==> config.mk <==
export PLATFORM = sky130hd
export DESIGN_NAME = decode_stage_flat
export DESIGN_NICKNAME = d
export VERILOG_FILES = /design/src/rtl/decode_stage_if.sv /design/src/rtl/decode_stage.sv /design/src/flat_wrapper.sv
export SDC_FILE = /design/constraint.sdc
export NUM_CORES = 1
export LEC_CHECK = 0
export BUFFER_PORTS_ARGS = -buffer_cell sky130_fd_sc_hd__buf_2
export CORE_MARGIN = 4
export CORE_UTILIZATION = 55
export DETAILED_ROUTE_END_ITERATION = 10
export PLACE_DENSITY = 0.87
export SLEW_MARGIN = 40
export SYNTH_ARGS = -nofsm -noshare
export SYNTH_HDL_FRONTEND = slang
export SYNTH_SLANG_ARGS = --single-unit
==> constraint.sdc <==
create_clock -name clk -period 6.6 [get_ports clk]
set_clock_uncertainty 0.15 [all_clocks]
set_input_delay 0.33 -clock clk [delete_from_list [all_inputs] [get_ports clk]]
set_output_delay 0.33 -clock clk [all_outputs]
set_load 0.02 [all_outputs]
==> src/rtl/decode_stage_if.sv <==
// decode_stage_if: fetch-side and execute-side handshake bundle for decode_stage
interface decode_stage_if #(parameter int PC_WIDTH = 32);
    logic                in_valid;
    logic                in_ready;
    logic [31:0]         in_instr;
    logic [PC_WIDTH-1:0] in_pc;
    logic                out_valid;
    logic                out_ready;
    logic [PC_WIDTH-1:0] out_pc;
    logic [6:0]          out_opcode;
    logic [2:0]          out_func3;
    logic [6:0]          out_func7;
    logic [4:0]          out_rs1;
    logic [4:0]          out_rs2;
    logic [4:0]          out_rd;
    logic [31:0]         out_imm;
    logic                out_illegal;
    logic                out_is_ecall;
    logic                out_is_ebreak;
    modport master (
        output in_valid, in_instr, in_pc, out_ready,
        input  in_ready, out_valid, out_pc, out_opcode, out_func3, out_func7,
               out_rs1, out_rs2, out_rd, out_imm, out_illegal, out_is_ecall, out_is_ebreak
    );
    modport slave (
        input  in_valid, in_instr, in_pc, out_ready,
        output in_ready, out_valid, out_pc, out_opcode, out_func3, out_func7,
               out_rs1, out_rs2, out_rd, out_imm, out_illegal, out_is_ecall, out_is_ebreak
    );
endinterface

==> src/rtl/decode_stage.sv <==
// decode_stage: registered RV32I decoder with output FIFO and flush.
// Define RV32M_EN to accept OP-class M-extension encodings (func7 = 0000001).
module decode_stage #(
    parameter int DEPTH    = 2,
    parameter int PC_WIDTH = 32
) (
    input logic           clk,
    input logic           reset,
    input logic           flush,
    decode_stage_if.slave io
);
    localparam int AW = $clog2(DEPTH);
    localparam int CW = AW + 1;
`ifdef RV32M_EN
    localparam bit M_EN = 1'b1;
`else
    localparam bit M_EN = 1'b0;
`endif
    localparam logic [6:0] OP_LOAD = 7'h03, OP_STORE = 7'h23, OP_BRANCH = 7'h63, OP_JALR = 7'h67;
    localparam logic [6:0] OP_JAL = 7'h6f, OP_IMM = 7'h13, OP_REG = 7'h33, OP_LUI = 7'h37;
    localparam logic [6:0] OP_AUIPC = 7'h17, OP_MISC = 7'h0f, OP_SYSTEM = 7'h73;
    typedef struct packed {
        logic [PC_WIDTH-1:0] pc;
        logic [6:0]          opcode;
        logic [2:0]          func3;
        logic [6:0]          func7;
        logic [4:0]          rs1;
        logic [4:0]          rs2;
        logic [4:0]          rd;
        logic [31:0]         imm;
        logic                illegal;
        logic                is_ecall;
        logic                is_ebreak;
    } rec_t;
    logic [31:0]   i;
    logic [6:0]    op;
    logic [2:0]    f3;
    logic [6:0]    f7;
    logic          ill;
    logic [31:0]   imm_raw;
    rec_t          rec;
    rec_t          head;
    rec_t          mem [DEPTH];
    logic [AW-1:0] rptr;
    logic [AW-1:0] wptr;
    logic [CW-1:0] count;
    logic          push;
    logic          pop;
    assign i  = io.in_instr;
    assign op = i[6:0];
    assign f3 = i[14:12];
    assign f7 = i[31:25];
    // Unknown opcodes (including any word whose low bits are not 11) fall to the default arm.
    always_comb begin
        ill     = 1'b0;
        imm_raw = '0;
        case (op)
            OP_LOAD: begin
                ill     = !(f3 inside {3'b000, 3'b001, 3'b010, 3'b100, 3'b101});
                imm_raw = {{20{i[31]}}, i[31:20]};
            end
            OP_STORE: begin
                ill     = !(f3 inside {3'b000, 3'b001, 3'b010});
                imm_raw = {{20{i[31]}}, i[31:25], i[11:7]};
            end
            OP_BRANCH: begin
                ill     = f3 inside {3'b010, 3'b011};
                imm_raw = {{19{i[31]}}, i[31], i[7], i[30:25], i[11:8], 1'b0};
            end
            OP_JALR: begin
                ill     = f3 != 3'b000;
                imm_raw = {{20{i[31]}}, i[31:20]};
            end
            OP_JAL:   imm_raw = {{11{i[31]}}, i[31], i[19:12], i[20], i[30:21], 1'b0};
            OP_LUI, OP_AUIPC: imm_raw = {i[31:12], 12'b0};
            OP_IMM: begin
                ill     = (f3 == 3'b001 && f7 != 7'h00) ||
                          (f3 == 3'b101 && !(f7 inside {7'h00, 7'h20}));
                imm_raw = {{20{i[31]}}, i[31:20]};
            end
            OP_REG:    ill = !(f7 == 7'h00 || (f7 == 7'h20 && f3 inside {3'b000, 3'b101}) ||
                               (M_EN && f7 == 7'h01));
            OP_MISC:   ill = f3 != 3'b000;
            OP_SYSTEM: ill = f3 == 3'b100 ||
                             (f3 == 3'b000 && i != 32'h0000_0073 && i != 32'h0010_0073);
            default:   ill = 1'b1;
        endcase
    end
    always_comb begin
        rec.pc        = io.in_pc;
        rec.opcode    = op;
        rec.func3     = f3;
        rec.func7     = f7;
        rec.rs1       = i[19:15];
        rec.rs2       = i[24:20];
        rec.rd        = i[11:7];
        rec.imm       = ill ? '0 : imm_raw;
        rec.illegal   = ill;
        rec.is_ecall  = i == 32'h0000_0073;
        rec.is_ebreak = i == 32'h0010_0073;
    end
    assign io.in_ready  = count < CW'(DEPTH);
    assign io.out_valid = count != '0;
    assign push = io.in_valid && io.in_ready;
    assign pop  = io.out_valid && io.out_ready;
    always_ff @(posedge clk) begin
        if (reset || flush) begin
            count <= '0;
            rptr  <= '0;
            wptr  <= '0;
        end else begin
            if (push) begin
                mem[wptr] <= rec;
                wptr      <= wptr + 1'b1;
            end
            if (pop) rptr <= rptr + 1'b1;
            count <= count + CW'(push) - CW'(pop);
        end
    end
    assign head = io.out_valid ? mem[rptr] : '0;
    assign io.out_pc        = head.pc;
    assign io.out_opcode    = head.opcode;
    assign io.out_func3     = head.func3;
    assign io.out_func7     = head.func7;
    assign io.out_rs1       = head.rs1;
    assign io.out_rs2       = head.rs2;
    assign io.out_rd        = head.rd;
    assign io.out_imm       = head.imm;
    assign io.out_illegal   = head.illegal;
    assign io.out_is_ecall  = head.is_ecall;
    assign io.out_is_ebreak = head.is_ebreak;
endmodule

==> src/flat_wrapper.sv <==
// flat-port wrapper written by rule: the top's interface ports become plain ports
module decode_stage_flat 
#(
    parameter int DEPTH    = 2,
    parameter int PC_WIDTH = 32
)
  (clk, reset, flush, io_in_valid, io_in_instr, io_in_pc, io_out_ready, io_in_ready, io_out_valid, io_out_pc, io_out_opcode, io_out_func3, io_out_func7, io_out_rs1, io_out_rs2, io_out_rd, io_out_imm, io_out_illegal, io_out_is_ecall, io_out_is_ebreak);
  decode_stage_if #(.PC_WIDTH(PC_WIDTH)) io_i ();
  input logic clk;
  input logic reset;
  input logic flush;
  input wire logic [$bits(io_i.in_valid)-1:0] io_in_valid;
  input wire logic [$bits(io_i.in_instr)-1:0] io_in_instr;
  input wire logic [$bits(io_i.in_pc)-1:0] io_in_pc;
  input wire logic [$bits(io_i.out_ready)-1:0] io_out_ready;
  output wire logic [$bits(io_i.in_ready)-1:0] io_in_ready;
  output wire logic [$bits(io_i.out_valid)-1:0] io_out_valid;
  output wire logic [$bits(io_i.out_pc)-1:0] io_out_pc;
  output wire logic [$bits(io_i.out_opcode)-1:0] io_out_opcode;
  output wire logic [$bits(io_i.out_func3)-1:0] io_out_func3;
  output wire logic [$bits(io_i.out_func7)-1:0] io_out_func7;
  output wire logic [$bits(io_i.out_rs1)-1:0] io_out_rs1;
  output wire logic [$bits(io_i.out_rs2)-1:0] io_out_rs2;
  output wire logic [$bits(io_i.out_rd)-1:0] io_out_rd;
  output wire logic [$bits(io_i.out_imm)-1:0] io_out_imm;
  output wire logic [$bits(io_i.out_illegal)-1:0] io_out_illegal;
  output wire logic [$bits(io_i.out_is_ecall)-1:0] io_out_is_ecall;
  output wire logic [$bits(io_i.out_is_ebreak)-1:0] io_out_is_ebreak;
  assign io_i.in_valid = io_in_valid;
  assign io_i.in_instr = io_in_instr;
  assign io_i.in_pc = io_in_pc;
  assign io_i.out_ready = io_out_ready;
  assign io_in_ready = io_i.in_ready;
  assign io_out_valid = io_i.out_valid;
  assign io_out_pc = io_i.out_pc;
  assign io_out_opcode = io_i.out_opcode;
  assign io_out_func3 = io_i.out_func3;
  assign io_out_func7 = io_i.out_func7;
  assign io_out_rs1 = io_i.out_rs1;
  assign io_out_rs2 = io_i.out_rs2;
  assign io_out_rd = io_i.out_rd;
  assign io_out_imm = io_i.out_imm;
  assign io_out_illegal = io_i.out_illegal;
  assign io_out_is_ecall = io_i.out_is_ecall;
  assign io_out_is_ebreak = io_i.out_is_ebreak;
  decode_stage #(.DEPTH(DEPTH), .PC_WIDTH(PC_WIDTH)) u_core (.clk(clk), .reset(reset), .flush(flush), .io(io_i));
endmodule
======== Word level (Yosys, flattened, before mapping) ========
Memory sizes are Yosys's and may differ from the RTL's. A register that Yosys moved wholly into a read port is not among the register bits.
Index checks and enable logic that the tools add are counted.
word-level totals
  flip-flop bits (word level) ............. 4
  RAM bits ................................ 198
  input port bits ......................... 69
  output and inout port bits .............. 101
  word-level logic and storage cells ...... 68
  memories ................................ 1
memory list
  memory      words  width  rd ports  clocked after Yosys merged registers in  wr ports  RTL line            source
  u_core.mem  2      99     1         1                                        1         decode_stage.sv:43  rec_t mem [DEPTH];
cells by class
  add/subtract/negate cells ............... 4
  magnitude comparators ................... 1
  equality and inequality tests ........... 21
  muxes and demuxes ....................... 9
  reductions and logical operators ........ 29
operators by type and width
  kind                                                                        number
  32-bit one-hot mux with 5 select lines                                      1
  99-bit two-way mux                                                          1
  32-bit by 21-bit equality test with 1-bit output (second input constant)    1
  32-bit by 7-bit equality test with 1-bit output (second input constant)     1
  32-bit two-way mux                                                          1
  32-bit by 21-bit inequality test with 1-bit output (second input constant)  1
  32-bit by 7-bit inequality test with 1-bit output (second input constant)   1
  7-bit by 6-bit equality test with 1-bit output (second input constant)      4
  7-bit equality test (second input constant)                                 4
  7-bit by 5-bit equality test with 1-bit output (second input constant)      2
  1-bit one-hot mux with 8 select lines                                       1
  2-bit nonzero test                                                          4
  7-bit by 2-bit equality test with 1-bit output (second input constant)      1
  7-bit by 4-bit equality test with 1-bit output (second input constant)      1
  1-bit logical AND                                                           7
  7-bit zero test                                                             1
  7-bit nonzero test                                                          1
  3-bit by 2-bit equality test with 1-bit output (second input constant)      2
  3-bit equality test (second input constant)                                 2
  3-bit nonzero test                                                          2
  3-bit OR reduction                                                          2
  1-bit two-way mux                                                           5
  5-bit nonzero test                                                          1
  1-bit zero test                                                             4
  8 further kinds                                                             13

======== Depth between registers and ports, before layout ========
Gate-level depths: netlist of the first run.
  word-level depth ........................ 7
  gate-level depth with buffers ........... 8
  mapped depth without buffers ............ 8

======== Least setup slack after synthesis of the first run ========
Ideal clock, no wire load.
  path type ............................... in2reg
  from .................................... input port io_in_valid
  to ...................................... memory u_core.mem[0][0] in the netlist's numbering, enable pin
  setup time .............................. 0.557 ns
  arrival ................................. 4.763 ns
  data required time ...................... 5.893 ns
  path slack .............................. 1.129 ns
  stages .................................. 3
  buffers on the path ..................... 0
  cell sequence ........................... nor2b_1 nand2_1 nor2_1
between the ends
  word-level cells in the longest chain between the ends .. 4
RTL lines
  what                                     RTL line             source
  start, declared                          flat_wrapper.sv:12   input wire logic [$bits(io_i.in_valid)-1:0] io_in_valid;
  1-bit logical AND                        decode_stage.sv:104  assign push = io.in_valid && io.in_ready;
  1-bit two-way mux                        decode_stage.sv:112  if (push) begin
  1-bit two-way mux                        decode_stage.sv:107  if (reset || flush) begin
  1-bit two-way mux (implied by the code)  decode_stage.sv:113  mem[wptr] <= rec;
  end, declared                            decode_stage.sv:43
No other way between the ends.

======== Final worst setup path of the first run ========
  from .................................... input port io_in_instr[26]
  to ...................................... memory u_core.mem[0][2] in the netlist's numbering (data pin)
between the ends
  word-level cells in the longest chain between the ends .. 6
  elaborated cells between the ends (all ways) .. 17
  those cells by class .................... 3 x eq/ne; 1 x mux; 13 x reduce/logical
RTL lines
  what                                                                                      RTL line                                source
  start, declared                                                                           flat_wrapper.sv:13                      input wire logic [$bits(io_i.in_instr)-1:0] io_in_instr;
  7-bit by 6-bit equality test with 1-bit output / 7-bit zero test (equally long branches)  decode_stage.sv:78, decode_stage.sv:81
  2-bit nonzero test                                                                        decode_stage.sv:78                      (f3 == 3'b101 && !(f7 inside {7'h00, 7'h20}));
  1-bit zero test                                                                           decode_stage.sv:78
  1-bit logical AND                                                                         decode_stage.sv:78
  1-bit logical OR                                                                          decode_stage.sv:77                      ill = (f3 == 3'b001 && f7 != 7'h00) ||
  1-bit one-hot mux with 8 select lines *                                                   decode_stage.sv:57                      case (op)
  via u_core.ill                                                                            decode_stage.sv:39                      logic ill;
The timed path passes the listed nets; every way through them passes the cells marked *.

==> results.json, run 1 <==
{
  "drive_above_1_share_pct": 24.7,
  "status": "completed",
  "yosysWarningCount": 0,
  "required_ns": 6.68,
  "synth_flop_cell": "edfxtp_1",
  "nets": 915,
  "wl_per_cell_um": 19.1,
  "syn-num-nets": 686,
  "slowest_stage": "or4_1",
  "drt-total-wl_mm": 20.0,
  "ir_drop_mv": 0.220,
  "drc_errors": 0,
  "min_path_type": "in2reg",
  "cts_buffers": 21,
  "grt_pass1_wl_mm": 31.2,
  "synth_edf_count": 198,
  "syn-cell-area_um2": 8560,
  "synth_cell_type_count": 44,
  "layout_setup_ws_ns": 3.61,
  "rsz0062_at_grt": "no",
  "drt_iter0_drc": 447,
  "cts_num_sinks": 203,
  "place_ws_ns": 3.66,
  "grt_antenna_before_repair": 0,
  "io_buffer_count": 169,
  "worst_pin_slew_ns": 0.720,
  "fin_tns_setup_ns": 0,
  "post-route-period-util_pct": 45.4,
  "std_cell_rows": 45,
  "leakage_nw": 4.12,
  "place.gp.congestion": 0.882,
  "grt_pass1_vias": 5977,
  "cts_buffer_depth": 3,
  "die-area_um2": 17600,
  "cp-end-kind": "flip-flop",
  "critical-path-max-stage-delay_ns": 0.57,
  "via_count": 5829,
  "grt_max_degree": 101,
  "cts_root_buf": "clkbuf_16",
  "post-route-min-period_ns": 2.99,
  "vias_per_cell": 5.57,
  "core_um2": 15200,
  "crit_type": "in2reg",
  "worstPathCellList": "dlygate4sd3_1 > buf_2 > or4_1 > a2111o_1 > a31oi_2 > buf_4 > or4b_1",
  "ios": 170,
  "die_w_um": 133,
  "die_y_um": 133,
  "fin_hold_ws_ns": 0.0205,
  "synth_seq_cells": 203,
  "relSlewSlack_pct": 52.0,
  "crit_arrival_ns": 3.07,
  "track_usage_pct": 22.1,
  "ys_async_sr_fraction_pct": 0,
  "path_clk_slew_ns": 0.06,
  "drv_slew": 0,
  "clkLatencyLatePin_ns": 0.49,
  "post-dp-hpwl_mm": 12.3,
  "cts_setup_buffers": 0,
  "htreeDepth": 1,
  "p_per_area_nw_per_um2": 264,
  "grt-ovfl-total": 0,
  "cap_violations": 0,
  "firstDrtPassIters": 5,
  "startpoint_type": "input port",
  "avgSynthCellArea_um2": 13.9,
  "initial_core_util_pct": 56.3,
  "cts_tree": "done",
  "synth-seq-area-share_pct": 70.6,
  "finalSetupViolations": 0,
  "syn2layout_area_growth_pct": 27.4,
  "hold_violations": 0,
  "antenna_cells": 0,
  "timing.fmax_mhz": 334,
  "cp_max_fo": 30,
  "postRouteAntennaNets": 0,
  "syn-instance-count": 615
}
[per-layer routing]
layer,wire (um),global-route usage [%],vias to the layer above
li1,-,-,2719
met1,7700,27.6,2825
met2,10300,39.0,259
met3,1680,5.82,26
met4,283,4.97,0
met5,0,0,-
[critical path: cells and delay by family]
kind,cells,cell delay (ns)
simple gates,2,1.05
compound gates,2,0.68
buf+inv,3,1.01
[final timing paths]
| kind | slack [ns] | startpoint | end | depth (start not counted) |
|---|---|---|---|---|
| worst min-delay path | 0.02 | io_in_instr[13] | u_core.mem[1][58] | 1 |
| worst min register to register | 0.42 | u_core.rptr | u_core.rptr | 2 |
| worst max register to register | 4.26 | u_core.count[1] | u_core.mem[1][49] | 3 |
| worst max-delay path | 3.61 | io_in_instr[26] | u_core.mem[0][2] | 7 |
[layout by cell type, fill, tap and decap left out, drive strengths merged, types with 2 or more instances in the layout]
| cell type | count |
|---|---|
| a22oi | 5 |
| nand3 | 8 |
| nor4b | 2 |
| clkbuf | 28 |
| and2 | 12 |
| xnor2 | 4 |
| a32oi | 2 |
| and3b | 3 |
| o21ai | 22 |
| nor3 | 9 |
| a21oi | 5 |
| nand2 | 17 |
| nor3b | 6 |
| nor2b | 4 |
| dfxtp | 5 |
| and4 | 2 |
| nor4 | 4 |
| clkinv | 7 |
| buf | 177 |
| edfxtp | 198 |
| inv | 16 |
| dlygate4sd3 | 62 |
| nor2 | 133 |
| ha | 2 |
| nand3b | 2 |
| or4 | 2 |
| o211ai | 3 |
| mux2i | 100 |
| and3 | 3 |
[where the power goes]
part / internal (mW) / switching (mW) / total (mW)
Clock: 0.626 / 0.456 / 1.08
Sequential: 1.44 / 0.00937 / 1.45
Combinational: 0.125 / 0.221 / 0.346
Total: 2.19 / 0.686 / 2.88
[cells in the mapped netlist, drive strengths merged, types with 2 or more instances]
library cell  instances  area share [%]
a21oi                 5            0.29
a22oi                 5            0.44
a32oi                 2            0.20
and2                 12            0.88
and3                  3            0.22
and3b                 3            0.31
and4                  2            0.20
buf                  13            0.63
clkbuf               21            0.92
dfxtp                 5             1.2
edfxtp              198              69
ha                    2            0.29
inv                  14            0.61
mux2i               100              12
nand2                17            0.75
nand3                 8            0.47
nand3b                2            0.18
nor2                133             5.8
nor2b                 4            0.29
nor3                  9            0.58
nor3b                 6            0.53
nor4                  4            0.29
nor4b                 2            0.20
o211ai                3            0.26
o21ai                22             1.3
or4                   2            0.18
xnor2                 4            0.41
[state kept, by name, indices dropped and copies added, names as in the netlist, named ones only]
signal and count:
u_core.mem 198, u_core.count 2, u_core.rptr 1, u_core.wptr 1
[area by class of cell]
type	count	area [um2]
clock buffer	27	548
fill	982	4300
inverter	14	52.6
tap	188	235
clock inverter	10	77.6
multi-input combinational	364	2350
sequential	203	6050
timing repair buffer	240	1590
[through the flow]
stage	total power [mW]	cell area [um2]	cells	util [%]
floorplan	1.67	8560	615	-
global placement	1.78	9580	944	63.0
detailed placement	1.79	9630	946	63.4
CTS	2.90	10900	1044	71.5
global route	2.99	10900	1046	71.7
finish	2.88	10900	1046	71.7
[cells by family after synthesis]
logic type	synth area share, %
XOR/XNOR	0.409
AND/OR/NAND/NOR	11.5
flip-flops	70.6
adder cells (fa/ha/maj)	0.292
AO/OA/AOI/OAI	3.33
buffers and inverters	2.16
multiplexers	11.7
[timing repair]
action / in CTS / in global routing
hold buffers: 61 / 1
endpoints found under the setup margin: 0 / 0
gates resized for setup: 0 / 0
endpoints found under the hold margin: 120 / 2
(Power assumes the default switching activity.)
==> inputs of run 2 (changes only) <==
Clock period 6.6 ns to 2.9 ns, I/O delays scaled along.
==> results.json, run 2 (synthesis gave the netlist of run 1 again) <==
{
  "io_buffer_count": 169,
  "clkLatencyLatePin_ns": 0.48,
  "p_per_area_nw_per_um2": 610,
  "cts_setup_buffers": 0,
  "worstRegToRegCells": 4,
  "cts_buffer_depth": 3,
  "grt-ovfl-total": 0,
  "ir_drop_mv": 0.492,
  "post-place-cells": 950,
  "grt_antenna_before_repair": 0,
  "rsz0062_at_grt": "no",
  "final_util_pct": 72.6,
  "via_count": 5813,
  "ios": 170,
  "leakage_nw": 4.17,
  "cts_root_buf": "clkbuf_16",
  "drt-total-wl_mm": 20.5,
  "p_switching_mw": 1.56,
  "final_cell_mix": "198 x edfxtp_1, 169 x buf_2, 131 x nor2_1",
  "largest_reg_flops": 198,
  "hold_violations": 0,
  "drc_errors": 0,
  "required_ns": 2.97,
  "clockPowerShare_pct": 39.0,
  "grt_pass1_vias": 6022,
  "antenna_cells": 0,
  "layout_commonest_cell": "edfxtp_1",
  "initial_core_util_pct": 56.3,
  "fin_tns_setup_ns": 0,
  "htreeDepth": 1,
  "fin_hold_ws_ns": 0.0800,
  "relSlewSlack_pct": 51.0,
  "nets": 924,
  "timing.fmax_mhz": 399,
  "drt_iter0_drc": 430,
  "worst_pin_slew_ns": 0.716,
  "regArea_um2": 6050,
  "vias_per_cell": 5.51,
  "startpoint_type": "input port",
  "die_y_um": 133,
  "layout_setup_ws_ns": 0.395,
  "place_ws_ns": 0.476,
  "largest-register": "u_core.mem",
  "cts_buffers": 21,
  "std_cell_rows": 45,
  "drv_slew": 0,
  "grt_pass1_wl_mm": 32.6,
  "wl_per_cell_um": 19.4,
  "path_clk_slew_ns": 0.06,
  "syn2layout_area_growth_pct": 28.8,
  "multi_input_area_um2": 2350,
  "seqPwrFrac_pct": 49.2,
  "crit_arrival_ns": 2.57,
  "die-area_um2": 17600,
  "cp-end-kind": "flip-flop",
  "finalSetupViolations": 0,
  "post-route-min-period_ns": 2.50,
  "crit_end": "u_core.mem[1][25]",
  "firstDrtPassIters": 5,
  "reg2reg_slack_ns": 0.94,
  "place.gp.congestion": 0.861,
  "status": "completed",
  "postRouteAntennaNets": 0,
  "crit_type": "in2reg",
  "pwr-share-comb_pct": 11.8,
  "cts_num_sinks": 203,
  "die_w_um": 133,
  "track_usage_pct": 23.0,
  "sw_frac_of_total_pct": 23.2,
  "crit_start": "io_in_instr[5]",
  "core_um2": 15200,
  "fillers": 972,
  "post-dp-hpwl_mm": 12.6,
  "largestRegisters": "u_core.mem x198, u_core.count x2",
  "cp_max_fo": 22,
  "cts_tree": "done",
  "r2r_end": "u_core.mem[0][47]",
  "cap_violations": 0,
  "drive_above_1_share_pct": 24.7,
  "grt_max_degree": 101,
  "post_layout_nonfiller_instances": 1055,
  "reg2reg_from": "u_core.count[1]",
  "hold_depth": 4,
  "min_path_type": "in2reg",
  "p_int_mw": 5.16,
  "post-route-period-util_pct": 86.4
}
## run 2: what timing repair did
item,4_1_cts,5_1_grt
hold buffers,68,0
hold endpoints to repair,150,0
gates resized for setup,0,0
## run 2: power groups by stage
| stage | combinational, mW | clock, mW | sequential (mW) |
|---|---|---|---|
| floorplan | 0.431 | 0 | 3.36 |
| global placement | 0.697 | 0 | 3.36 |
| detailed placement | 0.716 | 0 | 3.37 |
| CTS | 0.790 | 2.67 | 3.31 |
| global route | 0.858 | 2.83 | 3.31 |
| finish | 0.794 | 2.63 | 3.31 |
## run 2: area by class of cell
cell class	count	share of cell area, %
repair buffers	249	15.1
well taps	188	2.13
multi-input cells	364	21.3
flip-flops and latches	203	54.8
clock buffers	25	4.90
inverters	14	0.476
clock inverters	12	1.19
## run 2: worst max-delay path: stages
cell and delay, ns:
dlygate4sd3_1 0.55, buf_2 0.23, or3b_1 0.39, a2111oi_0 0.69, a31oi_2 0.12, buf_4 0.25
o21ai_1 0.12, nor2_1 0.07
## run 2: metal layers
layer  global-route usage, %  wire [um]
met4                    5.66        501
met1                    30.3       8410
met2                    40.0      10100
met5                       0          0
met3                    4.26       1430
## run 2: worst min-delay path by stage
stage / startpoint / end / slack [ns]
global placement: io_in_pc[31] / u_core.mem[1][98] / 0.18
global route: io_out_ready / u_core.rptr / 0.07
floorplan: reset / u_core.count[1] / 0.07
CTS: io_out_ready / u_core.rptr / 0.04
finish: io_out_ready / u_core.rptr / 0.08
detailed placement: io_in_pc[27] / u_core.mem[1][94] / 0.19
## run 2: per-stage QoR
step                      instance area (um2)  power [mW]
after detailed placement                 9680        4.08
after global routing                    11000        6.99
final                                   11000        6.73
after global placement                   9670        4.06
after floorplan                          8570        3.79
after CTS                               11000        6.76
